==> src/rtl/sprite_rect_drawer.sv <==
// Plots a WxH solid sprite one pixel per clock, column-major, with an optional
// background-colour trail erase (left column, right column or top row).
module sprite_rect_drawer #(
  parameter int W         = 4,
  parameter int H         = 4,
  parameter int SCREEN_W  = 160,
  parameter int SCREEN_H  = 120,
  parameter int XW        = 8,
  parameter int YW        = 7,
  parameter int CW        = 3,
  parameter int BG_COLOUR = 0
) (
  input  logic          clk,
  input  logic          reset,
  input  logic          clear,
  input  logic          start,
  input  logic [XW-1:0] sprite_x,
  input  logic [YW-1:0] sprite_y,
  input  logic [CW-1:0] colour,
  input  logic [1:0]    erase_mode,
  output logic [XW-1:0] x_out,
  output logic [YW-1:0] y_out,
  output logic [CW-1:0] colour_out,
  output logic          plot,
  output logic          busy,
  output logic          done
);
  typedef enum logic [1:0] {IDLE, FILL, ERASE, DONE} state_t;

  localparam logic [4:0]    WM1  = 5'(W - 1);
  localparam logic [4:0]    HM1  = 5'(H - 1);
  localparam logic [4:0]    WOFF = 5'(W);
  localparam logic [XW:0]   SWX  = SCREEN_W[XW:0];
  localparam logic [YW:0]   SHY  = SCREEN_H[YW:0];
  localparam int            XM   = SCREEN_W - 1;
  localparam int            YM   = SCREEN_H - 1;
  localparam logic [XW-1:0] XMAX = XM[XW-1:0];
  localparam logic [YW-1:0] YMAX = YM[YW-1:0];
  localparam logic [CW-1:0] BG   = BG_COLOUR[CW-1:0];

  // Single conditional subtraction: operands are always < 2x the modulus.
  function automatic logic [XW-1:0] wx(input logic [XW:0] s);
    logic [XW:0] d;
    d = s - SWX;
    return (s >= SWX) ? d[XW-1:0] : s[XW-1:0];
  endfunction

  function automatic logic [YW-1:0] wy(input logic [YW:0] s);
    logic [YW:0] d;
    d = s - SHY;
    return (s >= SHY) ? d[YW-1:0] : s[YW-1:0];
  endfunction

  function automatic logic [XW-1:0] add_x(input logic [XW-1:0] b, input logic [4:0] off);
    return wx({1'b0, b} + {{(XW-4){1'b0}}, off});
  endfunction

  function automatic logic [YW-1:0] add_y(input logic [YW-1:0] b, input logic [4:0] off);
    return wy({1'b0, b} + {{(YW-4){1'b0}}, off});
  endfunction

  state_t        state, nxt_state;
  logic [4:0]    r, c, e, nxt_r, nxt_c, nxt_e;
  logic [XW-1:0] lx, bx, nx;
  logic [YW-1:0] ly, by, ny;
  logic [CW-1:0] lcol, bcol, ncol;
  logic [1:0]    lmode, bmode;
  logic          nplot, nbusy, ndone;

  // In IDLE the pixel being launched comes straight from the (reduced) pins.
  always_comb begin
    bx    = (state == IDLE) ? wx({1'b0, sprite_x}) : lx;
    by    = (state == IDLE) ? wy({1'b0, sprite_y}) : ly;
    bcol  = (state == IDLE) ? colour : lcol;
    bmode = (state == IDLE) ? erase_mode : lmode;
  end

  always_ff @(posedge clk or negedge reset)
    if (!reset) state <= IDLE;
    else        state <= nxt_state;

  always_comb begin
    nxt_state = state;
    nxt_r = r;
    nxt_c = c;
    nxt_e = e;
    case (state)
      IDLE: if (start) begin
        nxt_state = FILL;
        nxt_r = '0;
        nxt_c = '0;
        nxt_e = '0;
      end
      FILL: if (r == HM1) begin
        nxt_r = '0;
        if (c == WM1) begin
          nxt_c = '0;
          nxt_e = '0;
          nxt_state = (lmode != 2'b00) ? ERASE : DONE;
        end else nxt_c = c + 5'd1;
      end else nxt_r = r + 5'd1;
      ERASE: if (e == ((lmode == 2'b11) ? WM1 : HM1)) begin
        nxt_e = '0;
        nxt_state = DONE;
      end else nxt_e = e + 5'd1;
      default: nxt_state = IDLE;
    endcase
    if (clear) begin
      nxt_state = IDLE;
      nxt_r = '0;
      nxt_c = '0;
      nxt_e = '0;
    end
  end

  // Outputs are computed for the state being entered, then registered.
  always_comb begin
    nx = x_out;
    ny = y_out;
    ncol = colour_out;
    nplot = 1'b0;
    nbusy = 1'b0;
    ndone = 1'b0;
    case (nxt_state)
      FILL: begin
        nx = add_x(bx, nxt_c);
        ny = add_y(by, nxt_r);
        ncol = bcol;
        nplot = 1'b1;
        nbusy = 1'b1;
      end
      ERASE: begin
        ncol = BG;
        nplot = 1'b1;
        nbusy = 1'b1;
        case (bmode)
          2'b01: begin
            nx = (bx == '0) ? XMAX : bx - 1'b1;
            ny = add_y(by, nxt_e);
          end
          2'b10: begin
            nx = add_x(bx, WOFF);
            ny = add_y(by, nxt_e);
          end
          default: begin
            nx = add_x(bx, nxt_e);
            ny = (by == '0) ? YMAX : by - 1'b1;
          end
        endcase
      end
      DONE: ndone = 1'b1;
      default: ;
    endcase
    if (clear) begin
      nx = '0;
      ny = '0;
    end
  end

  always_ff @(posedge clk or negedge reset)
    if (!reset) begin
      r <= '0; c <= '0; e <= '0;
      lx <= '0; ly <= '0; lcol <= '0; lmode <= '0;
      x_out <= '0; y_out <= '0; colour_out <= '0;
      plot <= 1'b0; busy <= 1'b0; done <= 1'b0;
    end else begin
      r <= nxt_r;
      c <= nxt_c;
      e <= nxt_e;
      if (!clear && state == IDLE && start) begin
        lx <= bx; ly <= by; lcol <= bcol; lmode <= bmode;
      end
      x_out <= nx;
      y_out <= ny;
      colour_out <= ncol;
      plot <= nplot;
      busy <= nbusy;
      done <= ndone;
    end
endmodule

==> config.mk <==
export PLATFORM = sky130hd
export DESIGN_NAME = sprite_rect_drawer
export DESIGN_NICKNAME = d
export VERILOG_FILES = /design/src/rtl/sprite_rect_drawer.sv
export SDC_FILE = /design/constraint.sdc
export NUM_CORES = 1
export LEC_CHECK = 0
export CAP_MARGIN = 20
export CORE_ASPECT_RATIO = 0.6
export CORE_MARGIN = 2
export CORE_UTILIZATION = 40
export DETAILED_ROUTE_END_ITERATION = 8
export SYNTH_ARGS = -nofsm -noshare
export SYNTH_HDL_FRONTEND = slang
export SYNTH_SLANG_ARGS = --single-unit
==> constraint.sdc <==
create_clock -name clk -period 4.71 [get_ports clk]
set_input_delay 0.7065 -clock clk [delete_from_list [all_inputs] [get_ports clk]]
set_output_delay 0.7065 -clock clk [all_outputs]
set_load 0.01 [all_outputs]
==> metrics.txt, run 1 <==
Crit. Startpoint r[0]$_DFF_PN0_; vias in the first global route 4658; Worst path top cell family by delay simple AND/OR/NAND/NOR gates; layout cells sized above 1 0.136; CTS Hold Buffers Added 0; Final GP Congestion 0.907; Worst Setup EP x_out[5]$_DFFE_PN0P_; # clock sinks 57; Crit-path slowest cell or4b_1; distinct cell type count after synthesis 82; GRT Total Usage 0.244; final hold viol count 0; vias per cell 5.99; Finished Cell Area 6280 sq um; Syn Area/Cell 8.27 sq um; 1st-pass router iterations 5; Cell Area, Synth 5160 sq um; CTS H-tree lvls 3; DP HPWL 12700 um; fraction of registers with async set/reset 1.00; Final Setup Violations 0; vias 5125; CTS clk-pin slew, worst paths 0.06 ns; PwrDens 311 nW/um^2; DR DRC count 0; top-level I/O count 45; CP endpoint kind flop; Clock Latency Late Sink 0.34 ns; # Max-Cap Violations 0; Antenna Violating Nets Remaining 0; maximum vdd drop 196 uV; WL/cell 19.5 um; total wire length 16700 um; Gate Count Post-Synth 624; post-route clock period utilization 0.958; Slew Viols, Final 0; warnings from Yosys 0; worst path bufs/invs 2; worst reg2reg startpoint r[0]$_DFF_PN0_; Fmax achieved 0.222 GHz; required time worst endpoint 4.93 ns; Worst path max stage delay 0.46 ns; CTS tree yes; first-pass GRT wire length 25800 um; Initial Utilization 0.405; fin cells 855; Hold Crit Class flop to flop; CP arrival 4.73 ns; register area 1430 sq um; prevailing post-synth register cell dfrtp_1; Post-synth EDFFs 0; Net Count, Synth 688; post-layout minimum cycle time 4.51 ns; Worst setup SP type flop; most frequent cells in the layout nor2_1 (68), dfrtp_1 (57), a21oi_1 (51); worst hold path depth 1; Die X 151 um; Nets 744; row cnt 32; TritonCTS buffer count 9; Starting DRT DRC Count 545; actual slew at the worst max-slew pin 0.976 ns; GRT Max-Usage Layer met1; RSZ-0062 raised after global routing yes; crit-path max FO 5; status complete, no violations; Reg-to-Reg End x_out[5]$_DFFE_PN0P_; largest net degree at the start of global routing 58; Fillers 1202; placed inst area 5900 sq um; CTS root buf clkbuf_16; Worst R2R Setup Slack 0.20 ns; met3 GRT Util 0.0507; path depth of the worst reg2reg path 20; I/O Buffers 44; Core Area 12700 sq um; placed cell count 838; worst-case clock buffer depth 2; Setup CP Type flop to flop; Area Growth Syn to Fin 21.8%; Die Height 92.0 um; crit path cell chain ha_2 -> or4b_1 -> buf_4 -> nor2_1 -> buf_4 -> nand4_1 -> xor2_1 -> nor2_1 -> ha_1 -> nand3_1 -> o211ai_1 -> or2_2 -> xnor2_2 -> ha_2 -> nand4b_1 -> o211ai_1 -> a22oi_2 -> o21ai_1 -> mux2_2 -> a2111oi_2; sequential element share of the synthesized area 0.276; clk_skew 0.00727 ns; Final Power 1.96 mW; met2 usage 0.316; antenna cells 0; Static Leak 2.67 nW; Slew HR 0.349; GRT met1 Usage 0.411; commonest non-fill, non-tap cell in the layout nor2_1; flops & latches, synth 57; Multi-input gate area 3560 sq um; grt ovf 0; initial antenna violation count 0; WP depth 20; die area 13900 sq um
## Yosys cell counts (9+ instances only)
library cell	number	area, sq um
xor2_1	10	87.6
nand3_1	24	120
xnor2_1	19	166
nor2b_1	12	75.1
nor3_1	11	55.1
nand2b_1	9	56.3
a22oi_1	9	67.6
inv_1	20	75.1
ha_1	38	475
dfrtp_1	57	1430
mux2i_1	16	160
a211oi_1	20	150
a21oi_1	51	255
nand4_1	11	68.8
nor2_1	71	267
nand2_1	45	169
clkbuf_1	19	71.3
o21ai_0	32	160
## what timing repair did
action                                  CTS  global route
buffers inserted                          0             1
endpoints found under the setup margin    1             3
cloned                                    0             0
gates resized for setup                   1            12
pin swaps                                 0             1
## worst min-delay path by stage
stage                                         start                   endpoint  slack (ns)
after detailed placement  colour_out[2]$_DFFE_PN0P_  colour_out[2]$_DFFE_PN0P_        0.48
after CTS                 colour_out[2]$_DFFE_PN0P_  colour_out[2]$_DFFE_PN0P_        0.50
after global routing              ly[3]$_DFFE_PN0P_          ly[3]$_DFFE_PN0P_        0.53
after floorplan                               reset             busy$_DFF_PN0_        0.41
final                             ly[3]$_DFFE_PN0P_          ly[3]$_DFFE_PN0P_        0.50
after global placement    colour_out[2]$_DFFE_PN0P_  colour_out[2]$_DFFE_PN0P_        0.48
## sequential cells by signal (all words and copies together) (netlist names), 3 cells and up
| signal | count |
|---|---|
| e | 5 |
| colour_out | 3 |
| c | 5 |
| ly | 7 |
| x_out | 8 |
| r | 5 |
| y_out | 7 |
| lx | 8 |
| lcol | 3 |
## metal layers
| metal | vias to the layer above | share of wire |
|---|---|---|
| met1 | 2429 | 0.53 |
| met2 | 259 | 0.38 |
| met4 | 0 | 0.0043 |
| met5 | - | 0 |
| met3 | 13 | 0.089 |
| li1 | 2424 | - |
## per-stage QoR
stage	utilization	setup slack (ns)	hold slack, ns	TNS [ns]
2_1_floorplan	-	0.0371	0.411	0
3_3_place_gp	0.464	0.0489	0.478	0
3_5_place_dp	0.464	-0.0225	0.484	-0.0225
4_1_cts	0.489	0.0286	0.502	0
5_1_grt	0.494	-0.0985	0.526	-0.0985
6_report	0.494	0.197	0.501	0
## logic make-up (layout without fill, tap and decap cells)
group,count (synthesis),after routing,share of synthesized area
XOR/XNOR,29,29,0.0492
AO/OA/AOI/OAI,188,188,0.251
adder cells (fa/ha/maj),41,41,0.102
multiplexers,24,24,0.0485
buffers and inverters,53,114,0.0434
flip-flops,57,57,0.276
AND/OR/NAND/NOR,232,232,0.230
## area by class of cell
cell class,count,area share
Multi-Input combinational cell,514,0.566
Clock buffer,10,0.0380
Timing Repair Buffer,76,0.108
Tap cell,170,0.0338
Clock inverter,6,0.0145
Sequential cell,57,0.227
Inverter,22,0.0131
## power by group
| part | switching, mW | internal, mW |
|---|---|---|
| combinational | 0.383 | 0.261 |
| sequential | 0.0348 | 0.544 |
| clock | 0.255 | 0.478 |
Power figures use the tool's default switching activity.
==> run 2: changes to the inputs <==
Settings changed: ABC_AREA set to 0, CORE_UTILIZATION 40 to 54, PLACE_DENSITY set to 0.78.
==> metrics.txt, run 2 (same netlist as run 1, synthesis figures left out) <==
top-level I/O count 45; status complete, no violations; TritonCTS buffer count 9; CTS H-tree lvls 3; commonest non-fill, non-tap cell in the layout nor2_1; Seq pwr share 0.317; grt ovf 0; setup ws final 0.127 ns; layout cells sized above 1 0.142; die area 10400 sq um; Core Area 9220 sq um; row cnt 27; Worst path max stage delay 0.50 ns; final hold viol count 0; WL/cell 20.1 um; Clock Power Share 0.330; Die X 130 um; # Max-Cap Violations 0; CTS clk-pin slew, worst paths 0.05 ns; PwrDens 295 nW/um^2; Setup CP Type flop to flop; worst reg2reg startpoint r[1]$_DFF_PN0_; NetSw 0.658 mW; DP HPWL 12300 um; top flop regs lx (8), x_out (8); initial antenna violation count 0; internal power 1.17 mW; # clock sinks 57; fin cells 818; post-layout minimum cycle time 4.58 ns; I/O Buffers 44; Static Leak 2.67 nW; Area Growth Syn to Fin 20.5%; crit-path max FO 4; vias 5288; Nets 748; Worst setup SP type flop; Finished Cell Area 6220 sq um; total wire length 16400 um; CTS tree yes; clk_skew 0.00640 ns; met2 usage 0.461; Slew HR 0.267; Fmax achieved 0.218 GHz; Slew Viols, Final 0; first-pass GRT wire length 26400 um; post-route clock period utilization 0.973; worst hold margin 0.224 ns; Antenna Violating Nets Remaining 0; Die Height 79.7 um; Initial Utilization 0.559; Reg-to-Reg End x_out[5]$_DFFE_PN0P_; antenna cells 0; DR DRC count 0; crit path cell chain ha_2 -> or4b_4 -> or3_4 -> nand3_2 -> nor2_1 -> ha_2 -> fa_2 -> a211oi_2 -> nor2_1 -> o21ai_2 -> xnor2_2 -> ha_2 -> nand4b_1 -> o211ai_1 -> a22oi_1 -> o21ai_1 -> mux2_2 -> a2111oi_2; placed cell count 796; Final Setup Violations 0; required time worst endpoint 4.93 ns; vias in the first global route 4931; combinational fraction of design power 0.354; setup TNS 0 ns; CP endpoint kind flop; maximum vdd drop 184 uV; path depth of the worst reg2reg path 18; Worst R2R Setup Slack 0.13 ns; largest net degree at the start of global routing 51; most frequent cells in the layout nor2_1 (68), dfrtp_1 (57), a21oi_1 (51); 1st-pass router iterations 5; Core Util, Final 0.674; CTS root buf clkbuf_16; CP arrival 4.81 ns; GRT met1 Usage 0.520; Crit-path slowest cell or4b_4; Most common cell on crit path ha_2; Clock Latency Late Sink 0.33 ns; GRT Max-Usage Layer met1; Final Power 1.83 mW; Starting DRT DRC Count 734; GRT Total Usage 0.334; pre-CTS setup slack -0.192 ns; actual slew at the worst max-slew pin 1.10 ns; Final GP Congestion 0.969; met3 GRT Util 0.0764; Hold Crit Class input pin to asynchronous set/reset pin; vias per cell 6.46; worst-case clock buffer depth 2; placed inst area 5840 sq um; Switching Fraction 0.359
-- run 2: worst max path at each step --
stage                   start              endpoint  slack (ns)
2_1_floorplan  r[0]$_DFF_PN0_  x_out[5]$_DFFE_PN0P_        0.04
3_3_place_gp      sprite_x[1]  x_out[5]$_DFFE_PN0P_        0.14
3_5_place_dp   r[0]$_DFF_PN0_  x_out[5]$_DFFE_PN0P_       -0.19
4_1_cts        r[0]$_DFF_PN0_  x_out[5]$_DFFE_PN0P_        0.01
5_1_grt        r[1]$_DFF_PN0_  x_out[5]$_DFFE_PN0P_       -0.03
6_report       r[1]$_DFF_PN0_  x_out[5]$_DFFE_PN0P_        0.13
-- run 2: layout make-up --
| class | count | area [sq um] |
|---|---|---|
| clock inverter | 5 | 32.5 |
| tap | 130 | 163 |
| multi-input combinational | 514 | 3570 |
| inverter | 22 | 82.6 |
| timing repair buffer | 80 | 706 |
| clock buffer | 10 | 239 |
| sequential | 57 | 1430 |
| fill | 711 | 3000 |
-- run 2: critical path: cells and delay by family (launching register included) --
kind                     cells  cell delay [ns]
XOR/XNOR                     1             0.16
adder cells (fa/ha/maj)      4             1.04
flip-flops                   1             0.38
AO/OA/AOI/OAI                6             1.27
AND/OR/NAND/NOR              6             1.34
multiplexers                 1             0.29
-- run 2: repair_timing --
action                     in CTS  in global routing
setup endpoints to repair       3                  5
buffers inserted                1                  6
gates resized for setup         4                 12
pin swaps                       0                  4
hold buffers                    0                  0
-- run 2: layer usage --
| metal | up-vias | wire (um) |
|---|---|---|
| met5 | - | 0 |
| met1 | 2476 | 7750 |
| li1 | 2438 | - |
| met2 | 337 | 6310 |
| met4 | 0 | 373 |
| met3 | 37 | 1970 |
-- run 2: power by group through the flow --
stage	logic [mW]	registers, mW	clock network, mW
finish	0.647	0.580	0.604
global placement	0.595	0.583	0
floorplan	0.390	0.587	0
detailed placement	0.610	0.588	0
CTS	0.618	0.580	0.603
global route	0.706	0.587	0.627
==> run 3: changes to the inputs <==
Settings changed: SETUP_SLACK_MARGIN set to 0.05.
==> metrics.txt, run 3 (same netlist as run 1, synthesis figures left out) <==
Core Util, Final 0.682; Worst R2R Setup Slack 0.09 ns; vias 5270; Setup CP Type flop to flop; crit path cell chain ha_2 -> or4b_4 -> or3_4 -> nand3_2 -> nor2_1 -> ha_2 -> fa_2 -> a211oi_2 -> nor2_2 -> o21ai_2 -> xnor2_2 -> ha_2 -> nand4b_1 -> o211ai_1 -> a22oi_1 -> o21ai_2 -> mux2_2 -> a2111oi_2; WP depth 18; CTS clk-pin slew, worst paths 0.05 ns; row cnt 27; Crit-path slowest cell or4b_4; # Max-Cap Violations 0; GRT Total Usage 0.334; maximum vdd drop 188 uV; DR DRC count 0; worst reg2reg startpoint c[0]$_DFF_PN0_; Starting DRT DRC Count 613; Area Growth Syn to Fin 21.8%; antenna cells 0; CTS Hold Buffers Added 0; Worst path max stage delay 0.47 ns; Final Setup Violations 0; CTS H-tree lvls 3; 1st-pass router iterations 5; Final GP Congestion 0.976; top flop regs lx (8), x_out (8); placed inst area 5870 sq um; vias in the first global route 4859; Die Height 79.7 um; actual slew at the worst max-slew pin 0.849 ns; Worst Setup EP x_out[5]$_DFFE_PN0P_; Antenna Violating Nets Remaining 0; die area 10400 sq um; CTS root buf clkbuf_16; first-pass GRT wire length 26200 um; Hold Crit Class input pin to asynchronous set/reset pin; Fillers 703; Slew HR 0.433; Clock Latency Late Sink 0.34 ns; Final Power 1.84 mW; required time worst endpoint 4.94 ns; CP endpoint kind flop; CP arrival 4.86 ns; vias per cell 6.40; layout cells sized above 1 0.157; Fmax achieved 0.216 GHz; PwrDens 293 nW/um^2; Crit. Startpoint c[0]$_DFF_PN0_; TritonCTS buffer count 9; worst path bufs/invs 0; path depth of the worst reg2reg path 18; worst-case clock buffer depth 2; Static Leak 2.71 nW; Reg-to-Reg End x_out[5]$_DFFE_PN0P_; total wire length 16600 um; Nets 754; Most common cell on crit path ha_2; I/O Buffers 44; initial antenna violation count 0; crit-path max FO 4; Worst setup SP type flop; commonest non-fill, non-tap cell in the layout nor2_1; # clock sinks 57; Worst path top cell family by delay compound AO/OA/AOI/OAI gates; Die X 130 um; post-route clock period utilization 0.982; Initial Utilization 0.559; status complete, no violations; grt ovf 0; Slew Viols, Final 0; final hold viol count 0; CTS tree yes; most frequent cells in the layout nor2_1 (66), dfrtp_1 (57), a21oi_1 (51); RSZ-0062 raised after global routing yes; WL/cell 20.2 um; DP HPWL 12400 um; Core Area 9220 sq um; Finished Cell Area 6290 sq um; clk_skew 0.00510 ns; post-layout minimum cycle time 4.62 ns; top-level I/O count 45; largest net degree at the start of global routing 34
==> run 3: how the worst min path moves through the flow <==
stage                              start  slack, ns                         to  cells after the start
2_1_floorplan                      reset       0.41             busy$_DFF_PN0_                      0
3_3_place_gp   colour_out[1]$_DFFE_PN0P_       0.47  colour_out[1]$_DFFE_PN0P_                      2
3_5_place_dp   colour_out[0]$_DFFE_PN0P_       0.48  colour_out[0]$_DFFE_PN0P_                      2
4_1_cts                            reset       0.41          ly[5]$_DFFE_PN0P_                      1
5_1_grt                            reset       0.44             c[3]$_DFF_PN0_                      1
6_report                           reset       0.40             c[3]$_DFF_PN0_                      1
==> run 3: final cells by class <==
type / instances / area, sq um / share of cell area
Inverter: 22 / 82.6 / 0.0131
Sequential cell: 57 / 1430 / 0.227
Clock buffer: 10 / 239 / 0.0380
Clock inverter: 5 / 32.5 / 0.00517
Tap cell: 130 / 163 / 0.0259
Timing Repair Buffer: 86 / 751 / 0.119
Multi-Input combinational cell: 514 / 3590 / 0.572
==> run 3: what timing repair did <==
action / in CTS / in global routing
buffers inserted: 1 / 8
pin swaps: 0 / 9
cloned: 0 / 0
gates resized for setup: 7 / 14
endpoints found under the setup margin: 3 / 5
==> run 3: worst reg2reg max path, stage by stage, from the launching register on <==
cell	delay (ns)
dfrtp_1	0.40
ha_2	0.21
or4b_4	0.47
or3_4	0.39
nand3_2	0.10
nor2_1	0.08
ha_2	0.20
fa_2	0.39
a211oi_2	0.31
nor2_2	0.08
o21ai_2	0.27
xnor2_2	0.18
ha_2	0.24
nand4b_1	0.14
o211ai_1	0.10
a22oi_1	0.24
o21ai_2	0.11
mux2_2	0.28
a2111oi_2	0.34
==> run 3: per-stage QoR <==
stage                     TNS (ns)  hold WS [ns]  std cells  worst slack (ns)
after floorplan                  0         0.411        624             0.139
after global placement           0         0.471        800            0.0652
after detailed placement    -0.150         0.477        800            -0.150
after CTS                        0         0.405        816             0.103
after global routing       -0.0620         0.442        824           -0.0620
final                            0         0.400        824            0.0852
==> run 3: per-layer routing <==
metal	global-route usage	wire, um	vias up
li1	-	-	2449
met1	0.521	7710	2459
met2	0.442	6430	321
met3	0.0958	2030	41
met4	0.0817	458	0
met5	0	0	-
==> run 3: report_power, final <==
group	internal, mW	total [mW]	leakage [nW]	switching [mW]
clock	0.365	0.610	0.126	0.245
sequential	0.545	0.581	0.725	0.0362
combinational	0.270	0.650	1.86	0.380
